`src/rtl/alu_seq_pkg.sv`:
```
// Shared types and constants for the ALU operation sequencer.
// Holds the sequencer state encoding and the one-hot ALU register-load strobes.
// No ports; imported by the sequencer RTL.
package alu_seq_pkg;

  typedef enum logic [2:0] {
    IDLE,
    CLR,
    LOAD_B,
    LOAD_D,
    LOAD_E,
    RUN
  } state_t;

  // One-hot load strobes for the ALU b, d and e coefficient registers.
  localparam logic [2:0] REG_EN_NONE = 3'b000;
  localparam logic [2:0] REG_EN_B    = 3'b001;
  localparam logic [2:0] REG_EN_D    = 3'b010;
  localparam logic [2:0] REG_EN_E    = 3'b100;

endpackage

```
`src/rtl/alu_op_sequencer_if.sv`:
```
// Bundle of every sequencer signal except clk/rst: command, sample stream,
// ALU control/operand bus and result stream.
// slave = sequencer view, master = environment view (command source, sample
// source, external ALU and result sink).
interface alu_op_sequencer_if #(
  parameter int BUS_WIDTH = 8,
  parameter int CNT_WIDTH = 16
);

  // Command channel
  logic                 cmd_valid;
  logic                 cmd_ready;
  logic [BUS_WIDTH-1:0] cmd_coef_b;
  logic [BUS_WIDTH-1:0] cmd_coef_d;
  logic [BUS_WIDTH-1:0] cmd_coef_e;
  logic [CNT_WIDTH-1:0] cmd_count;

  // Sample stream
  logic                 s_valid;
  logic                 s_ready;
  logic [BUS_WIDTH-1:0] s_a;
  logic [BUS_WIDTH-1:0] s_b;

  // ALU control and operands
  logic [BUS_WIDTH-1:0] alu_imm;
  logic [2:0]           alu_reg_en;
  logic                 alu_f_clr;
  logic [BUS_WIDTH-1:0] alu_data_a;
  logic [BUS_WIDTH-1:0] alu_data_b;
  logic [BUS_WIDTH-1:0] alu_result;

  // Result stream and completion
  logic                 m_valid;
  logic                 m_ready;
  logic [BUS_WIDTH-1:0] m_result;
  logic                 done;

  modport slave (
    input  cmd_valid, cmd_coef_b, cmd_coef_d, cmd_coef_e, cmd_count,
    input  s_valid, s_a, s_b, alu_result, m_ready,
    output cmd_ready, s_ready, alu_imm, alu_reg_en, alu_f_clr,
    output alu_data_a, alu_data_b, m_valid, m_result, done
  );

  modport master (
    output cmd_valid, cmd_coef_b, cmd_coef_d, cmd_coef_e, cmd_count,
    output s_valid, s_a, s_b, alu_result, m_ready,
    input  cmd_ready, s_ready, alu_imm, alu_reg_en, alu_f_clr,
    input  alu_data_a, alu_data_b, m_valid, m_result, done
  );

endinterface

```
`src/rtl/alu_op_sequencer.sv`:
```
// Purpose: per command, clear the ALU, load its b/d/e coefficients, then stream
//   cmd_count samples through it into a one-entry registered result slot.
// Latency: 4 setup cycles after command accept; result valid 1 cycle after sample accept.
// Backpressure: s_ready = !m_valid || m_ready in RUN, so a stalled result stalls samples.
// Ports: clk, rst (sync, active-high), bus (alu_op_sequencer_if.slave).
module alu_op_sequencer
  import alu_seq_pkg::*;
#(
  parameter int BUS_WIDTH = 8,
  parameter int CNT_WIDTH = 16
) (
  input  logic                   clk,
  input  logic                   rst,
  alu_op_sequencer_if.slave      bus
);

  state_t               state;
  logic [BUS_WIDTH-1:0] coef_b;
  logic [BUS_WIDTH-1:0] coef_d;
  logic [BUS_WIDTH-1:0] coef_e;
  logic [CNT_WIDTH-1:0] remaining;

  logic [BUS_WIDTH-1:0] alu_imm_q;
  logic [2:0]           alu_reg_en_q;
  logic                 alu_f_clr_q;
  logic                 m_valid_q;
  logic [BUS_WIDTH-1:0] m_result_q;

  logic                 in_run;
  logic                 s_ready_c;
  logic                 accept;

  always_comb begin
    in_run    = (state == RUN);
    s_ready_c = in_run && (!m_valid_q || bus.m_ready);
    accept    = s_ready_c && bus.s_valid;
  end

  assign bus.cmd_ready  = (state == IDLE);
  assign bus.s_ready    = s_ready_c;
  assign bus.alu_data_a = in_run ? bus.s_a : '0;
  assign bus.alu_data_b = in_run ? bus.s_b : '0;
  assign bus.alu_imm    = alu_imm_q;
  assign bus.alu_reg_en = alu_reg_en_q;
  assign bus.alu_f_clr  = alu_f_clr_q;
  assign bus.m_valid    = m_valid_q;
  assign bus.m_result   = m_result_q;

  // done has to coincide with the final sample accept, which depends on
  // s_valid in the same cycle, so it cannot come from a register.
  assign bus.done = ((state == LOAD_E) && (remaining == '0)) ||
                    (accept && (remaining == CNT_WIDTH'(1)));

  // ALU control outputs are registered: each is loaded on the edge that
  // enters the state it belongs to, so it is valid for that whole state.
  always_ff @(posedge clk) begin
    if (rst) begin
      state        <= IDLE;
      coef_b       <= '0;
      coef_d       <= '0;
      coef_e       <= '0;
      remaining    <= '0;
      alu_imm_q    <= '0;
      alu_reg_en_q <= REG_EN_NONE;
      alu_f_clr_q  <= 1'b0;
      m_valid_q    <= 1'b0;
      m_result_q   <= '0;
    end else begin
      case (state)
        IDLE: begin
          if (bus.cmd_valid) begin
            coef_b      <= bus.cmd_coef_b;
            coef_d      <= bus.cmd_coef_d;
            coef_e      <= bus.cmd_coef_e;
            remaining   <= bus.cmd_count;
            alu_f_clr_q <= 1'b1;
            state       <= CLR;
          end
        end
        CLR: begin
          alu_f_clr_q  <= 1'b0;
          alu_imm_q    <= coef_b;
          alu_reg_en_q <= REG_EN_B;
          state        <= LOAD_B;
        end
        LOAD_B: begin
          alu_imm_q    <= coef_d;
          alu_reg_en_q <= REG_EN_D;
          state        <= LOAD_D;
        end
        LOAD_D: begin
          alu_imm_q    <= coef_e;
          alu_reg_en_q <= REG_EN_E;
          state        <= LOAD_E;
        end
        LOAD_E: begin
          alu_imm_q    <= '0;
          alu_reg_en_q <= REG_EN_NONE;
          state        <= (remaining == '0) ? IDLE : RUN;
        end
        RUN: begin
          if (accept) begin
            remaining <= remaining - CNT_WIDTH'(1);
            if (remaining == CNT_WIDTH'(1)) begin
              state <= IDLE;
            end
          end
        end
        default: state <= IDLE;
      endcase

      // The result slot is independent of the command FSM so a pending
      // result outlives the command that produced it.
      if (accept) begin
        m_valid_q  <= 1'b1;
        m_result_q <= bus.alu_result;
      end else if (bus.m_ready) begin
        m_valid_q  <= 1'b0;
      end
    end
  end

endmodule

```
`src/flat_wrapper.sv`:
```
// flat-port wrapper written by rule: the top's interface ports become plain ports
module alu_op_sequencer_flat import alu_seq_pkg::*;
#(
  parameter int BUS_WIDTH = 8,
  parameter int CNT_WIDTH = 16
)
  (clk, rst, bus_cmd_valid, bus_cmd_coef_b, bus_cmd_coef_d, bus_cmd_coef_e, bus_cmd_count, bus_s_valid, bus_s_a, bus_s_b, bus_alu_result, bus_m_ready, bus_cmd_ready, bus_s_ready, bus_alu_imm, bus_alu_reg_en, bus_alu_f_clr, bus_alu_data_a, bus_alu_data_b, bus_m_valid, bus_m_result, bus_done);
  alu_op_sequencer_if #(.BUS_WIDTH(BUS_WIDTH), .CNT_WIDTH(CNT_WIDTH)) bus_i ();
  input  logic clk;
  input  logic rst;
  input wire logic [$bits(bus_i.cmd_valid)-1:0] bus_cmd_valid;
  input wire logic [$bits(bus_i.cmd_coef_b)-1:0] bus_cmd_coef_b;
  input wire logic [$bits(bus_i.cmd_coef_d)-1:0] bus_cmd_coef_d;
  input wire logic [$bits(bus_i.cmd_coef_e)-1:0] bus_cmd_coef_e;
  input wire logic [$bits(bus_i.cmd_count)-1:0] bus_cmd_count;
  input wire logic [$bits(bus_i.s_valid)-1:0] bus_s_valid;
  input wire logic [$bits(bus_i.s_a)-1:0] bus_s_a;
  input wire logic [$bits(bus_i.s_b)-1:0] bus_s_b;
  input wire logic [$bits(bus_i.alu_result)-1:0] bus_alu_result;
  input wire logic [$bits(bus_i.m_ready)-1:0] bus_m_ready;
  output wire logic [$bits(bus_i.cmd_ready)-1:0] bus_cmd_ready;
  output wire logic [$bits(bus_i.s_ready)-1:0] bus_s_ready;
  output wire logic [$bits(bus_i.alu_imm)-1:0] bus_alu_imm;
  output wire logic [$bits(bus_i.alu_reg_en)-1:0] bus_alu_reg_en;
  output wire logic [$bits(bus_i.alu_f_clr)-1:0] bus_alu_f_clr;
  output wire logic [$bits(bus_i.alu_data_a)-1:0] bus_alu_data_a;
  output wire logic [$bits(bus_i.alu_data_b)-1:0] bus_alu_data_b;
  output wire logic [$bits(bus_i.m_valid)-1:0] bus_m_valid;
  output wire logic [$bits(bus_i.m_result)-1:0] bus_m_result;
  output wire logic [$bits(bus_i.done)-1:0] bus_done;
  assign bus_i.cmd_valid = bus_cmd_valid;
  assign bus_i.cmd_coef_b = bus_cmd_coef_b;
  assign bus_i.cmd_coef_d = bus_cmd_coef_d;
  assign bus_i.cmd_coef_e = bus_cmd_coef_e;
  assign bus_i.cmd_count = bus_cmd_count;
  assign bus_i.s_valid = bus_s_valid;
  assign bus_i.s_a = bus_s_a;
  assign bus_i.s_b = bus_s_b;
  assign bus_i.alu_result = bus_alu_result;
  assign bus_i.m_ready = bus_m_ready;
  assign bus_cmd_ready = bus_i.cmd_ready;
  assign bus_s_ready = bus_i.s_ready;
  assign bus_alu_imm = bus_i.alu_imm;
  assign bus_alu_reg_en = bus_i.alu_reg_en;
  assign bus_alu_f_clr = bus_i.alu_f_clr;
  assign bus_alu_data_a = bus_i.alu_data_a;
  assign bus_alu_data_b = bus_i.alu_data_b;
  assign bus_m_valid = bus_i.m_valid;
  assign bus_m_result = bus_i.m_result;
  assign bus_done = bus_i.done;
  alu_op_sequencer #(.BUS_WIDTH(BUS_WIDTH), .CNT_WIDTH(CNT_WIDTH)) u_core (.clk(clk), .rst(rst), .bus(bus_i));
endmodule
```
`config.mk`:
```
export PLATFORM = sky130hd
export DESIGN_NAME = alu_op_sequencer_flat
export DESIGN_NICKNAME = d
export VERILOG_FILES = /design/src/rtl/alu_seq_pkg.sv /design/src/rtl/alu_op_sequencer_if.sv /design/src/rtl/alu_op_sequencer.sv /design/src/flat_wrapper.sv
export SDC_FILE = /design/constraint.sdc
export NUM_CORES = 1
export LEC_CHECK = 0
export ABC_AREA = 1
export BUFFER_PORTS_ARGS = -buffer_cell sky130_fd_sc_hd__clkbuf_2
export CORE_UTILIZATION = 54
export DETAILED_ROUTE_END_ITERATION = 10
export GPL_ROUTABILITY_DRIVEN = 0
export PLACE_DENSITY = 0.85
export SLEW_MARGIN = 20
export SYNTH_ARGS = -nofsm -noshare
export SYNTH_HDL_FRONTEND = slang
export SYNTH_SLANG_ARGS = --single-unit
export TNS_END_PERCENT = 100
```
`constraint.sdc`:
```
create_clock -name clk -period 4.7 [get_ports clk]
set_clock_uncertainty 0.2 [all_clocks]
set_input_delay 0.94 -clock clk [delete_from_list [all_inputs] [get_ports clk]]
set_output_delay 0.94 -clock clk [all_outputs]
set_load 0.02 [all_outputs]
```
==> key figures <==
Status
  – Status: finished clean

Logic synthesis
  – Warnings from Yosys: 0
  – Count leader, synth: nand2_1
  – Synth area leader: dfxtp_1
  – Netlist cell types: 31
  – Post-synthesis xor/xnor area fraction: 0.273%
  – Ranking of synthesized cells by area: dfxtp_1 40%, nand2_1 10%, a21oi_1 9.3%
  – Compound-Gate Fraction of Synth Area: 18.8%
  – Simple-Gate Fraction of Synth Area: 28.0%
  – Syn Nets: 551
  – Adder-cell area share of the yosys netlist: 1.17%
  – Netlist Area Pre-Place: 0.00321 sq mm
  – Cell count after synthesis: 479
  – Post-synth top cells: 89 x nand2_1, 70 x nor2_1, 64 x dfxtp_1, 61 x inv_1, 60 x a21oi_1
  – Synthesized area per cell: 6.71 sq um
  – Synth Register Bits: 64
  – Sequential share of the synthesized area: 39.9%
  – Fraction of registers with async set/reset: 0%
  – Largest family of logic cells by synthesized area: simple AND/OR/NAND/NOR gates
  – Mux cell area share after synthesis: 0%
  – Most frequently used flop master after synthesis: dfxtp_1
  – Share of the synthesized area in the top cell type: 39.9%
  – Number of enable flip-flop cells after synthesis: 0

Route
  – Detailed-route DRC error count: 0
  – Pre-antenna DRT Iters: 5
  – Iteration-0 DRC Markers: 195
  – Drt via density: 5.15
  – Final WL: 8.19 mm
  – Post-route ant nets: 0
  – Wire per inst: 12.5 microns
  – Routed vias: 3366

Die
  – Starting Density: 57.3%
  – Die ar.: 0.00626 sq mm
  – Die height: 79.1 microns
  – Core ar.: 0.00561 sq mm
  – Num rows: 27
  – I/O pins: 109
  – Die width: 79.1 microns

Run
  – Number of max-cap violations: 0

STA
  – Final Hold Vio Count: 0
  – Max-slew violations: 0
  – Tcrit/Tclk final: 77.9%
  – Setup-violating endpoint count in the final report: 0
  – Maximum clock frequency: 0.273 GHz
  – Final worst setup slack: 1.04 ns
  – Final setup TNS: 0 ns
  – Slew Limit Headroom: 41.6%
  – Tightest Pin Transition: 0.875 ns
  – Fin crit period: 3.66 ns
  – Final hold slack: 0.256 ns
  – RSZ-0062 raised after global routing: false

Clock tree
  – Clock H-tree levels: 3
  – CTS sink count: 64
  – Hold buffer count at cts: 0
  – CTS tree: done
  – TritonCTS buffer count: 9
  – CTS resizes: 0
  – Clock buffer depth: 2
  – CTS root buf: clkbuf_8
  – Clk slew on worst S/H paths: 0.08 ns
  – Setup bufs post-CTS: 0
  – Clk_lat worst skew: 0.35 ns

Pwr
  – Switching fraction of total power: 37.8%
  – Leakage: 1.92 nW
  – NetSw: 645 uW
  – Gate power share: 31.1%
  – Part of the power in the clock network: 28.8%
  – Reg power frac: 40.0%
  – PD cells: 435 mW/mm^2
  – Peak supply drop: 0.000306 V
  – Power Internal: 1.06 mW

Global routing
  – Largest net degree at the start of global routing: 43
  – First-pass GRT wire length: 13.3 mm
  – Initial antenna violation count: 0
  – Congestion Overflow GR: 0
  – Via count of the first global-routing pass: 3089
  – Total global-route track usage: 27.1%

Placed design
  – Final HPWL DP: 5.76 mm
  – Pre-CTS setup slack: 1.40 ns
  – Port bufs: 108

Final layout
  – Nets@finish: 648
  – Share of layout cells above drive strength 1: 24.8%
  – Antenna fix cells: 0
  – Utilization after layout: 70.0%
  – P&R area growth vs syn: 22.2%
  – Fillers: 470

Worst hold path
  – Hold Path Stages: 2
  – Worst Hold Class: register to register

Worst setup path
  – Worst path arrival time: 2.52 ns
  – WP data required: 3.56 ns
  – Cell count of the worst reg-to-reg path: 9
  – Crit start category: register
  – WS Path Type: register to primary output
  – Crit path max fanout: 29
  – Worst Setup End Kind: primary output
==> cells in the final DEF (no fill, tap or decap), types with 6 or more instances in the layout <==
cell type  instances
nand3_1           31
clkbuf_8          10
a21oi_1           60
clkbuf_2         108
o21ai_1            6
o22ai_1            9
o21ai_0           36
inv_1             61
or2_2              6
nand2_1           89
nor2_1            70
dfxtp_1           64
==> flip-flops by register name, indices dropped and copies added, names as in the netlist <==
| signal | count |
|---|---|
| u_core.bus.alu_imm | 8 |
| u_core.bus.m_result | 8 |
| u_core.bus.alu_f_clr | 1 |
| u_core.coef_b | 8 |
| u_core.remaining | 16 |
| u_core.coef_e | 8 |
| u_core.bus.alu_reg_en | 3 |
| u_core.coef_d | 8 |
| u_core.bus.m_valid | 1 |
| u_core.state | 3 |
==> power groups by stage <==
stage          clock [mW]  sequential (mW)  combinational [mW]
5_1_grt             0.524            0.692               0.596
3_5_place_dp            0            0.694               0.520
2_1_floorplan           0            0.707               0.381
4_1_cts             0.496            0.682               0.527
3_3_place_gp            0            0.688               0.509
6_report            0.492            0.683               0.532
==> layout make-up <==
cell class | instances | area, sq um | share of cell area (%)
clock buffers | 10 | 138 | 3.51
well taps | 72 | 90.1 | 2.30
repair buffers | 108 | 541 | 13.8
flip-flops and latches | 64 | 1280 | 32.6
inverters | 66 | 258 | 6.57
multi-input cells | 327 | 1550 | 39.5
clock inverters | 6 | 67.6 | 1.72
==> final timing paths <==
kind,from,to,slack [ns]
worst max-delay path,u_core.state[1],bus_done,1.04
worst min-delay path,u_core.coef_e[1],u_core.coef_e[1],0.26
worst max register to register,u_core.state[1],u_core.remaining[15],2.15
worst min register to register,u_core.coef_e[1],u_core.coef_e[1],0.26
==> per-stage QoR <==
step                instances  instance area, sq um  total power, mW
floorplan                 479                  3210             1.09
global placement          637                  3720             1.20
detailed placement        637                  3720             1.21
CTS                       653                  3930             1.70
global route              653                  3930             1.81
finish                    653                  3930             1.71
==> cell families (layout without fill, tap and decap cells) <==
logic type,after synthesis,after routing
flip-flops,64,64
buffers and inverters,88,190
XOR/XNOR,1,1
AO/OA/AOI/OAI,115,115
AND/OR/NAND/NOR,208,208
adder cells (fa/ha/maj),3,3
==> metal layers <==
layer | part of all wire, % | up-vias | global-route usage [%]
li1 | - | 1733 | -
met1 | 44 | 1497 | 31.1
met2 | 48 | 122 | 46.8
met3 | 6.3 | 14 | 8.16
met4 | 1.7 | 0 | 10.4
met5 | 0 | - | 0
==> worst max-delay path, stage by stage, from the launching register on <==
cell and delay [ns]:
dfxtp_1 0.46, inv_2 0.12, nand3_2 0.45, nor2_2 0.26, nand2_1 0.28, inv_4 0.20
nand4_1 0.11, o21ai_0 0.11, clkbuf_2 0.20
Power figures use the tool's default switching activity.
